**src/rtl/oam_dma_ctrl.sv**
```systemverilog
// oam_dma_ctrl: sprite DMA that pauses the CPU and copies a 256-byte page to the OAM data port
module oam_dma_ctrl #(
  parameter logic [15:0] DMA_REG_ADDR  = 16'h4014,
  parameter logic [15:0] OAM_DATA_ADDR = 16'h2004
) (
  input  logic        i_CLK,
  input  logic        i_RST,
  input  logic [15:0] i_CPU_ADDR,
  input  logic [7:0]  i_CPU_DATA,
  input  logic        i_CPU_R_WN,
  input  logic [7:0]  i_BUS_DATA,
  output logic        o_CPU_PAUSE,
  output logic        o_BUS_SEL,
  output logic [15:0] o_DMA_ADDR,
  output logic [7:0]  o_DMA_DATA,
  output logic        o_DMA_R_WN,
  output logic        o_BUSY
);
  typedef enum logic [2:0] {IDLE, HALT, ALIGN, READ, WRITE} state_e;
  state_e state_q, state_d;
  logic [7:0] page_q, page_d, cnt_q, cnt_d, data_q, data_d;
  logic odd_q;
  logic trig;
  assign trig = !i_CPU_R_WN && i_CPU_ADDR == DMA_REG_ADDR && !o_CPU_PAUSE;
  always_comb begin
    state_d = state_q;
    page_d  = page_q;
    cnt_d   = cnt_q;
    data_d  = data_q;
    case (state_q)
      IDLE: if (trig) begin
        state_d = HALT;
        page_d  = i_CPU_DATA;
        cnt_d   = 8'h00;
      end
      // reads must land on even cycles, so an extra dummy cycle aligns them
      HALT:  state_d = odd_q ? READ : ALIGN;
      ALIGN: state_d = READ;
      READ: begin
        state_d = WRITE;
        data_d  = i_BUS_DATA;
      end
      WRITE: begin
        state_d = (cnt_q == 8'hFF) ? IDLE : READ;
        cnt_d   = cnt_q + 8'h01;
      end
      default: state_d = IDLE;
    endcase
  end
  always_ff @(posedge i_CLK) begin
    if (i_RST) begin
      state_q <= IDLE;
      page_q  <= '0;
      cnt_q   <= '0;
      data_q  <= '0;
      odd_q   <= 1'b0;
    end else begin
      state_q <= state_d;
      page_q  <= page_d;
      cnt_q   <= cnt_d;
      data_q  <= data_d;
      odd_q   <= ~odd_q;
    end
  end
  assign o_CPU_PAUSE = state_q != IDLE;
  assign o_BUS_SEL   = o_CPU_PAUSE;
  assign o_BUSY      = o_CPU_PAUSE;
  assign o_DMA_ADDR  = state_q == READ ? {page_q, cnt_q} : state_q == WRITE ? OAM_DATA_ADDR : 16'h0000;
  assign o_DMA_DATA  = state_q == WRITE ? data_q : 8'h00;
  assign o_DMA_R_WN  = state_q != WRITE;
endmodule

```
**config.mk**
```make
export PLATFORM = sky130hd
export DESIGN_NAME = oam_dma_ctrl
export DESIGN_NICKNAME = d
export VERILOG_FILES = /design/src/rtl/oam_dma_ctrl.sv
export SDC_FILE = /design/constraint.sdc
export NUM_CORES = 1
export LEC_CHECK = 0
export CAP_MARGIN = 15
export CORE_ASPECT_RATIO = 1.25
export CORE_MARGIN = 10
export CORE_UTILIZATION = 45
export DETAILED_ROUTE_END_ITERATION = 16
export PLACE_DENSITY = 0.85
export SLEW_MARGIN = 5
export SYNTH_ARGS = -nofsm -noshare
export SYNTH_HDL_FRONTEND = slang
export SYNTH_SLANG_ARGS = --single-unit
```
**constraint.sdc**
```tcl
create_clock -name i_CLK -period 4.6 [get_ports i_CLK]
set_clock_uncertainty 0.2 [all_clocks]
set_input_delay 0.69 -clock i_CLK [delete_from_list [all_inputs] [get_ports i_CLK]]
set_output_delay 0.69 -clock i_CLK [all_outputs]
set_load 0.02 [all_outputs]
```
==> results.cfg <==
[status]
status = finished, final reports clean

[critical_path]
startpoint_type = register
cp_cell_sequence = nor3b_4 > and2_1 > clkdlybuf4s50_1
required_ns = 3.71
cp.arrival_ns = 2.35
max_stage_delay_ns = 0.65
crit_type = reg -> out
critPathSlowestCell = nor3b_4
worstSetupEndpointType = output pin
cp_max_fo = 20

[synthesis]
synth.distinct_cells = 34
syn-instance-count = 181
yosysWarnings = 0
yosysSeqAreaShare_pct = 39.37
synth_seq_cells = 28
synthesis.nets = 217
postSynthAreaPerCell_um2 = 7.867
synth_common_cells = 28 x dfxtp_1, 23 x nand2_1, 19 x a21oi_1
yosysMostFrequentCell = dfxtp_1
async_reset_ff_share_pct = 0
ys.flop_type = dfxtp_1
yosysTopAreaCell = dfxtp_1
synth_edf_count = 0
netlist_top_cells_area = dfxtp_1 39%, a21oi_1 6.7%, nand2_1 6.1%
syn_area_mm2 = 0.001424
synth_top_area_share_pct = 39.37

[final_layout]
layout.nets = 269
final_cells = 268
fill_cells = 254
seqCellArea_um2 = 560.5
drive_gt1_share_pct = 3.879
multiInputGateArea_um2 = 774.5
antenna_cells = 0
syn_to_final_growth_pct = 45.69

[drt]
drc = 0
drt_pre_antenna_iters = 4
wire_per_inst_um = 15.73
totalWireLength_um = 4216
drt-initial-drc-count = 99
ant_nets = 0
vias = 1498
vias_per_cell = 5.590

[power_and_ir_drop]
p_per_area_mw_per_mm2 = 244.4
vdd_drop_max_uv = 199.1
p_leak_nw = 0.7472

[floorplan]
placementRows = 22
fp.dieH_um = 82.89
fp.dieW_um = 70.31
die_area_mm2 = 0.005828
num_io_pins = 63
start_util_pct = 47.46
core-area_mm2 = 0.003000

[clock_tree]
post_cts_buffers = 0
clk_path_buf_depth = 2
cts_buffers = 3
insertion_delay_ns = 0.34
post_cts_resized = 0
ctsRootBufferMaster = clkbuf_4
cts.sink_count = 28
h-tree-depth = 1
hold_buffers = 0
cts_tree = done
clkSlewWorstSetupHoldPaths_ns = 0.14

[timing]
worst_slew_pin_slew_ns = 1.050
setup_viol_count_final = 0
fin_crit_sh_pct = 70.51
hold_viol_final = 0
whs_ns = 0.2309
period_needed_ns = 3.244
rsz0062_at_grt = no
fin_setup_tns_ns = 0
drv_slew = 0
max_freq_mhz = 308.3
slew_headroom_pct = 29.77

[min_path]
hold_path_class = reg -> reg

[global_route]
grt_pass1_vias = 1422
grtUsageTotal_pct = 13.94
grt_pass1_wl_um = 6969
antenna_found_initial = 0
grt_max_degree = 31
grt.overflow.total = 0

[placed_design]
port_buffers = 62
gp_congestion = 0.7489
dp_hpwl_um = 3130
dp.cells = 264

[job]
max_cap_viol_count = 0
## per-stage QoR
stage	area [um^2]	power [mW]	util, %	setup slack, ns
global route	2074	0.5240	69.14	1.204
detailed placement	2022	0.3475	67.39	1.728
floorplan	1424	0.3034	-	2.316
CTS	2074	0.5085	69.14	1.352
global placement	2022	0.3461	67.39	1.773
finish	2074	0.5070	69.14	1.356
## critical path, delay by kind of cell, from the launching register on
family | cells | cell delay, ns
DFF | 1 | 0.53
buffers and inverters | 1 | 0.61
and+or+nand+nor | 2 | 0.89
## cell usage in the layout (no fill, tap or decap), drive strengths merged
cell type and count:
ha 1, nor2b 2, nor3b 1, nand2 23
and2 10, buf 1, clkbuf 3, nor3 6
o21ai 10, nor4bb 1, or3 2, bufinv 1
nor4b 1, a41oi 1, xor2 4, a31oi 2
and3 13, or2b 1, inv 3, a21oi 19
o31ai 1, and4 3, dfxtp 28, nand3b 2
nand4 12, nor2 9, o41ai 1, a211oi 1
o211ai 3, or4 1, clkdlybuf4s50 62, nand3 4
## state kept, by name, summed over array words and instances, names as in the netlist
signal   count
page_q       8
cnt_q        8
data_q       8
state_q      3
odd_q        1
## worst paths after layout
kind | startpoint | endpoint | slack, ns | cells after the start
min | odd_q | odd_q | 0.23 | 1
max reg2reg | state_q[0] | cnt_q[0] | 2.05 | 4
max | state_q[0] | o_DMA_DATA[5] | 1.36 | 3
min reg2reg | odd_q | odd_q | 0.23 | 1
## area by class of cell
type | instances | area share, %
multi-input combinational | 134 | 37.33
timing repair buffer | 63 | 30.28
sequential | 28 | 27.02
tap | 36 | 2.171
clock inverter | 1 | 1.448
clock buffer | 3 | 1.086
inverter | 3 | 0.6634
## power breakdown
part | switching (mW) | internal [mW] | leakage (nW) | total, mW
Combinational | 0.0396 | 0.0469 | 0.493 | 0.0865
Sequential | 0.00992 | 0.247 | 0.226 | 0.257
Clock | 0.0757 | 0.0882 | 0.0279 | 0.164
Total | 0.125 | 0.382 | 0.747 | 0.507
## routing by layer
layer | GRT usage (%) | vias up | wire, um
met5 | 0 | - | 0
met1 | 16.44 | 698 | 1709
met3 | 3.571 | 9 | 259
li1 | - | 746 | -
met2 | 23.00 | 45 | 2149
met4 | 5.735 | 0 | 97
## cell families after synthesis
family / after synthesis / synth area share [%]
AOI/OAI and AO/OA: 38 / 14.94
xor gates and xnor gates: 4 / 2.460
adders and majority gates: 1 / 0.8786
buffers and inverters: 19 / 6.239
DFF: 28 / 39.37
and+or+nand+nor: 91 / 36.12
Power figures use the tool's default switching activity.
